--- config.mk ---
export PLATFORM = sky130hd
export DESIGN_NAME = ht_probe_table
export DESIGN_NICKNAME = d
export VERILOG_FILES = /design/src/rtl/ht_pkg.sv /design/src/rtl/ht_hash.sv /design/src/rtl/ht_probe_table.sv
export SDC_FILE = /design/constraint.sdc
export NUM_CORES = 1
export LEC_CHECK = 0
export ABC_CLOCK_PERIOD_IN_PS = 4900
export CORE_ASPECT_RATIO = 1.4
export CORE_MARGIN = 2
export CORE_UTILIZATION = 45
export CTS_CLUSTER_SIZE = 25
export DETAILED_ROUTE_END_ITERATION = 16
export PLACE_DENSITY_LB_ADDON = 0.1
export SKIP_LAST_GASP = 1
export SLEW_MARGIN = 20
export SYNTH_ARGS = -nofsm -noshare
export SYNTH_HDL_FRONTEND = slang
export SYNTH_SLANG_ARGS = --single-unit
export TNS_END_PERCENT = 100
--- constraint.sdc ---
create_clock -name clk -period 4.9 [get_ports clk]
set_clock_uncertainty 0.2 [all_clocks]
set_input_delay 0.49 -clock clk [delete_from_list [all_inputs] [get_ports clk]]
set_output_delay 0.49 -clock clk [all_outputs]
set_load 0.05 [all_outputs]
--- src/rtl/ht_pkg.sv ---
// Shared encodings for the open-addressing hash table: commands, statuses,
// per-slot state and controller state.
// Pure declarations; no logic, no latency, no flow control.
package ht_pkg;

    localparam logic [1:0] HT_CMD_LOOKUP = 2'd0;
    localparam logic [1:0] HT_CMD_INSERT = 2'd1;
    localparam logic [1:0] HT_CMD_DELETE = 2'd2;
    localparam logic [1:0] HT_CMD_CLEAR  = 2'd3;

    localparam logic [1:0] HT_ST_OK        = 2'd0;
    localparam logic [1:0] HT_ST_NOT_FOUND = 2'd1;
    localparam logic [1:0] HT_ST_FULL      = 2'd2;

    typedef enum logic [1:0] {
        SLOT_EMPTY = 2'd0,
        SLOT_LIVE  = 2'd1,
        SLOT_TOMB  = 2'd2
    } slot_state_e;

    typedef enum logic [1:0] {
        ST_IDLE  = 2'd0,
        ST_PROBE = 2'd1,
        ST_RESP  = 2'd2
    } fsm_state_e;

endpackage

--- src/rtl/ht_hash.sv ---
// Folds a key into a table index by XOR of IDX_W-bit chunks, LSB chunk first.
// Purely combinational, zero latency.
// No flow control; the top-level table owns all handshaking.
module ht_hash #(
    parameter int KEY_W = 8,
    parameter int IDX_W = 3
) (
    input  logic [KEY_W-1:0] key,
    output logic [IDX_W-1:0] idx
);

    localparam int NCH = (KEY_W + IDX_W - 1) / IDX_W;

    logic [NCH*IDX_W-1:0] padded;

    // Zero-pad the top chunk, then XOR-fold every chunk together.
    always_comb begin
        padded = '0;
        padded[KEY_W-1:0] = key;
        idx = '0;
        for (int i = 0; i < NCH; i++) begin
            idx = idx ^ padded[i*IDX_W +: IDX_W];
        end
    end

endmodule

--- src/rtl/ht_probe_table.sv ---
// Linear-probing key/value table: LOOKUP, INSERT (upsert), DELETE (tombstone), CLEAR.
// Latency 2+k cycles from accept to resp_valid (k = terminating probe), worst case DEPTH+1.
// req_ready only in IDLE; resp_valid is a one-cycle pulse with no backpressure. Macro: HT_OCCUPANCY_EN.
module ht_probe_table
    import ht_pkg::*;
#(
    parameter int KEY_W = 8,
    parameter int VAL_W = 8,
    parameter int DEPTH = 8,
    localparam int IDX_W = $clog2(DEPTH)
) (
    input  logic             clk,
    input  logic             rst,
    input  logic             req_valid,
    output logic             req_ready,
    input  logic [1:0]       req_cmd,
    input  logic [KEY_W-1:0] req_key,
    input  logic [VAL_W-1:0] req_val,
    output logic             resp_valid,
    output logic [1:0]       resp_status,
    output logic [VAL_W-1:0] resp_val,
    output logic [IDX_W:0]   occupancy
);

    fsm_state_e state, state_nxt;

    // Latched request and probe bookkeeping.
    logic [1:0]       cmd_q;
    logic [KEY_W-1:0] key_q;
    logic [VAL_W-1:0] val_q;
    logic [IDX_W-1:0] k_q;
    logic             free_seen_q;
    logic [IDX_W-1:0] free_idx_q;

    // Slot state bits (reset) and payload storage (not reset).
    logic [DEPTH-1:0] live_q;
    logic [DEPTH-1:0] tomb_q;
    logic [KEY_W-1:0] key_mem [DEPTH];
    logic [VAL_W-1:0] val_mem [DEPTH];

    logic [IDX_W-1:0] hash_idx;
    logic [IDX_W-1:0] probe_idx;
    slot_state_e      cur_st;
    logic             accept;
    logic             cur_match;
    logic             last_probe;
    logic             probe_done;
    logic             wr_key_en;
    logic             wr_val_en;
    logic [IDX_W-1:0] wr_idx;
    logic             set_live;
    logic             set_tomb;
    logic             clr_all;
    logic [1:0]       status_nxt;
    logic [VAL_W-1:0] rval_nxt;

    ht_hash #(
        .KEY_W (KEY_W),
        .IDX_W (IDX_W)
    ) u_hash (
        .key (key_q),
        .idx (hash_idx)
    );

    assign accept     = req_valid && req_ready;
    assign probe_idx  = hash_idx + k_q;
    assign last_probe = (k_q == IDX_W'(DEPTH - 1));
    assign cur_match  = live_q[probe_idx] && (key_mem[probe_idx] == key_q);

    // Decode the state of the slot currently under the probe.
    always_comb begin
        cur_st = SLOT_EMPTY;
        if (live_q[probe_idx])      cur_st = SLOT_LIVE;
        else if (tomb_q[probe_idx]) cur_st = SLOT_TOMB;
    end

    // Per-probe decision: does the walk stop here, and what does it write/report.
    always_comb begin
        probe_done = 1'b0;
        wr_key_en  = 1'b0;
        wr_val_en  = 1'b0;
        wr_idx     = probe_idx;
        set_live   = 1'b0;
        set_tomb   = 1'b0;
        clr_all    = 1'b0;
        status_nxt = HT_ST_NOT_FOUND;
        rval_nxt   = '0;
        if (state == ST_PROBE) begin
            // A hit, an EMPTY slot or the last probe ends every keyed walk.
            probe_done = cur_match || (cur_st == SLOT_EMPTY) || last_probe;
            case (cmd_q)
                HT_CMD_LOOKUP: begin
                    if (cur_match) begin
                        status_nxt = HT_ST_OK;
                        rval_nxt   = val_mem[probe_idx];
                    end
                end
                HT_CMD_INSERT: begin
                    if (cur_match) begin
                        wr_val_en  = probe_done;
                        status_nxt = HT_ST_OK;
                    end else if (free_seen_q || (cur_st != SLOT_LIVE)) begin
                        // Reuse the earliest free slot so lookups stop as soon as possible.
                        wr_idx     = free_seen_q ? free_idx_q : probe_idx;
                        wr_key_en  = probe_done;
                        wr_val_en  = probe_done;
                        set_live   = probe_done;
                        status_nxt = HT_ST_OK;
                    end else begin
                        status_nxt = HT_ST_FULL;
                    end
                end
                HT_CMD_DELETE: begin
                    if (cur_match) begin
                        set_tomb   = 1'b1;
                        status_nxt = HT_ST_OK;
                    end
                end
                default: begin
                    probe_done = 1'b1;
                    clr_all    = 1'b1;
                    status_nxt = HT_ST_OK;
                end
            endcase
        end
    end

    // FSM state register.
    always_ff @(posedge clk) begin
        if (rst) state <= ST_IDLE;
        else     state <= state_nxt;
    end

    // FSM next-state logic.
    always_comb begin
        state_nxt = state;
        case (state)
            ST_IDLE:  if (accept) state_nxt = ST_PROBE;
            ST_PROBE: if (probe_done) state_nxt = ST_RESP;
            ST_RESP:  state_nxt = ST_IDLE;
            default:  state_nxt = ST_IDLE;
        endcase
    end

    // FSM outputs: ready only when idle, response pulse for the single RESP cycle.
    always_comb begin
        req_ready  = (state == ST_IDLE);
        resp_valid = (state == ST_RESP);
    end

    // Request latch, probe counter, first-free-slot tracker and response registers.
    always_ff @(posedge clk) begin
        if (rst) begin
            cmd_q       <= HT_CMD_LOOKUP;
            key_q       <= '0;
            val_q       <= '0;
            k_q         <= '0;
            free_seen_q <= 1'b0;
            free_idx_q  <= '0;
            resp_status <= HT_ST_OK;
            resp_val    <= '0;
        end else begin
            if (accept) begin
                cmd_q       <= req_cmd;
                key_q       <= req_key;
                val_q       <= req_val;
                k_q         <= '0;
                free_seen_q <= 1'b0;
            end
            if (state == ST_PROBE) begin
                if (probe_done) begin
                    resp_status <= status_nxt;
                    resp_val    <= rval_nxt;
                end else begin
                    k_q <= k_q + IDX_W'(1);
                    if (!free_seen_q && (cur_st != SLOT_LIVE)) begin
                        free_seen_q <= 1'b1;
                        free_idx_q  <= probe_idx;
                    end
                end
            end
        end
    end

    // Slot state bits; CLEAR empties every slot at once.
    always_ff @(posedge clk) begin
        if (rst || clr_all) begin
            live_q <= '0;
            tomb_q <= '0;
        end else if (set_live) begin
            live_q[wr_idx] <= 1'b1;
            tomb_q[wr_idx] <= 1'b0;
        end else if (set_tomb) begin
            live_q[wr_idx] <= 1'b0;
            tomb_q[wr_idx] <= 1'b1;
        end
    end

    // Key/value payload; meaningless unless the slot is LIVE, so it is never reset.
    always_ff @(posedge clk) begin
        if (wr_key_en) key_mem[wr_idx] <= key_q;
        if (wr_val_en) val_mem[wr_idx] <= val_q;
    end

`ifdef HT_OCCUPANCY_EN
    logic [IDX_W:0] occ_q;

    // Live-entry counter; inserts only land in free slots so it cannot pass DEPTH.
    always_ff @(posedge clk) begin
        if (rst || clr_all) occ_q <= '0;
        else if (set_live)  occ_q <= occ_q + (IDX_W+1)'(1);
        else if (set_tomb)  occ_q <= occ_q - (IDX_W+1)'(1);
    end

    assign occupancy = occ_q;
`else
    assign occupancy = '0;
`endif

endmodule
==> flow_summary_export.csv <==
group,metric,value,unit
synthesis,synth_flop_cell,"edfxtp_1",
clocking,clock_path_buffers,2,
setup_path,worstSetupEndpointType,"flip-flop",
global_routing,antenna_found_initial,0,
clocking,htree_levels,4,
setup_path,reg2reg_depth,12,
power,clockPowerShare,39.8,%
min_path,worst_hold_path.num_cells,2,
place,place.detailed.hpwl,12.28,mm
timing,rsz0062_at_grt,"false",
floorplanning,die_h,158.4,microns
synthesis,synthesis.area,7665,sq um
floorplanning,floorplan.die_area,18110,sq um
routing,routedLengthMet1,7.276,mm
synthesis,synthCells,531,
place,placement_cell_area,8359,sq um
synthesis,ys.warnings.count,0,
clocking,clkTransAtPathRegs,70,ps
clocking,postCtsHoldBufs,0,
global_routing,grt_max_degree,38,
cells_and_area,layout.cells.most_common,"edfxtp_1",
clocking,cts_tree,"done",
timing,report.final.hold_viol_count,0,
setup_path,crit_path_start_kind,"flip-flop",
place,port_buffers,32,
cells_and_area,antenna_cells_inserted,0,
clocking,post_cts_resized,0,
run,cap_viol_max_count,0,
synthesis,synth_seq_cells,181,
setup_path,critical_path.max_fanout,21,
power,comb_power_share,13.9,%
timing,totalNegativeSetupSlack,0,ps
timing,slew_headroom,32.27,%
clocking,clk_lat_worst_skew,430,ps
global_routing,vias_in_the_first_global_route,4885,
timing,layout_min_cycle_time,4621,ps
setup_path,critPathKind,"reg -> reg",
routing,dr_vias,4527,
floorplanning,num_io_pins,37,
power,seq_power_share,46.3,%
power,switching_share,25.23,%
routing,routedWlPerCell,22.08,microns
clocking,numCtsBuffers,17,
power,p_leak,2.985,nW
timing,fmax,216.4,MHz
cells_and_area,drive_gt1_share,20.74,%
place,gp_routability_congestion,0.8917,
status,status,"completed",
min_path,min_to,"resp_status[0]$_SDFFE_PP0P_",
power,switchingPower,0.0009155,W
synthesis,yosysUniqueCellTypes,63,
setup_path,critical_path_required,5020,ps
synthesis,number_of_enable_type_register_cells_in_the_synthesized_netlist,128,
synthesis,synth_xor_xnor_area_share,1.812,%
min_path,hold_path_startpoint,"resp_status[0]$_SDFFE_PP0P_",
power,ir_worst_vdd,237.3,uV
routing,antenna_left,0,
routing,dr_wl_met3,616,microns
floorplanning,floorplan.rows,56,
synthesis,syn_area_per_cell,14.43,sq um
timing,slew_viol_final,0,
power,power.density,403.0,nW/um^2
min_path,min_path_type,"reg -> reg",
cells_and_area,synth_to_layout_area_growth,17.48,%
power,power.internal,0.002714,W
routing,route.met2.wl,9.374,mm
floorplanning,core_region_area,16750,sq um
synthesis,ys_seq_area_share,63.99,%
cells_and_area,fin_nets,610,
routing,dr.max_layer_used,"met4",
routing,remaining_drc_errors,0,
clocking,post-cts-setup-buffers,0,
cells_and_area,final_cell_area,9005,sq um
setup_path,worstPathArrival,4740,ps
synthesis,mux_share_of_post_synthesis_cell_area,14.84,%
routing,wl,17.69,mm
timing,worst-slew-pin-transition,1014,ps
timing,timing.final.setup_violations,0,
global_routing,grt_usage,20.99,%
floorplanning,start_util,45.77,%
clocking,clock_tree.root_cell,"clkbuf_16",
routing,drtIter0Drc,292,
global_routing,globalRouteOverflowTotal,0,
clocking,number_of_sinks_driven_by_the_clock_tree,181,
synthesis,synthAdderAreaFrac,0.7509,%
synthesis,yosys.area_share.simple,9.680,%
setup_path,crit_path_start,"key_q[3]$_SDFFE_PP0P_",
setup_path,ff2ff_setup_slack,280,ps
routing,first_pass_iters,5,
synthesis,postSynth.asyncResetShare,0,%
setup_path,timing.rr.start,"key_q[3]$_SDFFE_PP0P_",
global_routing,grt_pass1_wl,27.63,mm
timing,fraction_of_the_cycle_the_final_worst_path_needs,94.31,%
floorplanning,floorplan.die.width,114.3,microns
synthesis,synth_top_family_by_area,"multiplexers",
cells_and_area,final_cell_mix,"edfxtp_1, dfxtp_1, nand2_1, nor2_1, a21oi_1",
routing,vias_per_cell,5.652,
synthesis,complex_gate_fraction_of_the_synthesized_area,6.350,%
kinds of logic (layout without fill, tap and decap cells):
logic type               after synthesis  count (layout)
other                                  1               4
multiplexers                          67              67
AND/OR/NAND/NOR                      149             149
buffers and inverters                 40             104
flip-flops                           181             181
adder cells (fa/ha/maj)                4               4
XOR/XNOR                              15              15
AO/OA/AOI/OAI                         74              74
synth_stat cells, types with 7 or more instances:
master,count,area (sq um)
edfxtp_1,128,3844
dfxtp_1,53,1061
nand2_1,52,195.2
nor2_1,40,150.1
a21oi_1,39,195.2
mux4_2,36,810.8
mux2i_1,23,230.2
clkbuf_1,17,63.81
nor4_1,12,75.07
xnor2_1,9,78.83
nand3_1,8,40.04
inv_1,7,26.28
power by group through the flow:
stage	clock network (W)	logic (W)	registers (W)
2_1_floorplan	0	0.000366	0.00171
3_3_place_gp	0	0.000506	0.00171
3_5_place_dp	0	0.000508	0.00172
4_1_cts	0.00148	0.000511	0.00168
5_1_grt	0.00154	0.000547	0.00168
6_report	0.00145	0.000503	0.00168
worst max path at each step:
stage / endpoint / slack, ps
after floorplan: flip-flop / 500
after global placement: val_mem[0][4]$_DFFE_PP_ / 300
after detailed placement: flip-flop / 200
after CTS: key_mem[7][1]$_DFFE_PP_ / 160
after global routing: val_mem[2][6]$_DFFE_PP_ / 10
final: flip-flop / 280
routing by layer:
layer | vias up | global-route usage, %
met5 | - | 0
met4 | 0 | 8.420
met3 | 31 | 4.454
met2 | 108 | 37.30
met1 | 2259 | 24.75
li1 | 2129 | -
area by class of cell:
type                       instances  area (sq um)
fill                            1352          7741
sequential                       181          4905
multi-input combinational        313          2603
timing repair buffer              65         580.6
clock buffer                      17         425.4
tap                              203         254.0
clock inverter                    15         211.5
inverter                           7         26.28
stage by stage:
stage	total power, W	instances	setup WS, ps	hold slack [ps]	util [%]
floorplan	0.002081	534	501.0	227.1	-
global placement	0.002221	769	301.8	245.6	49.92
detailed placement	0.002223	769	203.9	252.8	49.92
CTS	0.003670	801	157.7	266.0	53.72
global route	0.003768	801	12.36	294.2	53.77
finish	0.003629	801	278.9	272.6	53.77
worst max-delay path, cell delays in order (launching register included):
cell	delay, ps
dfxtp_1	320
xnor2_1	190
xnor2_1	100
ha_2	180
fa_2	930
mux4_2	400
mux2i_1	180
xnor2_1	130
nor4_4	460
and2_4	330
mux2_2	450
or3_1	390
o31a_1	240
flip-flops by register name (all words and copies together) (netlist names), named ones only:
signal	cells
cmd_q	2
free_idx_q	3
free_seen_q	1
k_q	3
key_mem	64
key_q	8
resp_status	2
resp_val	8
state	2
val_mem	64
val_q	8
Power figures use the tool's default switching activity.
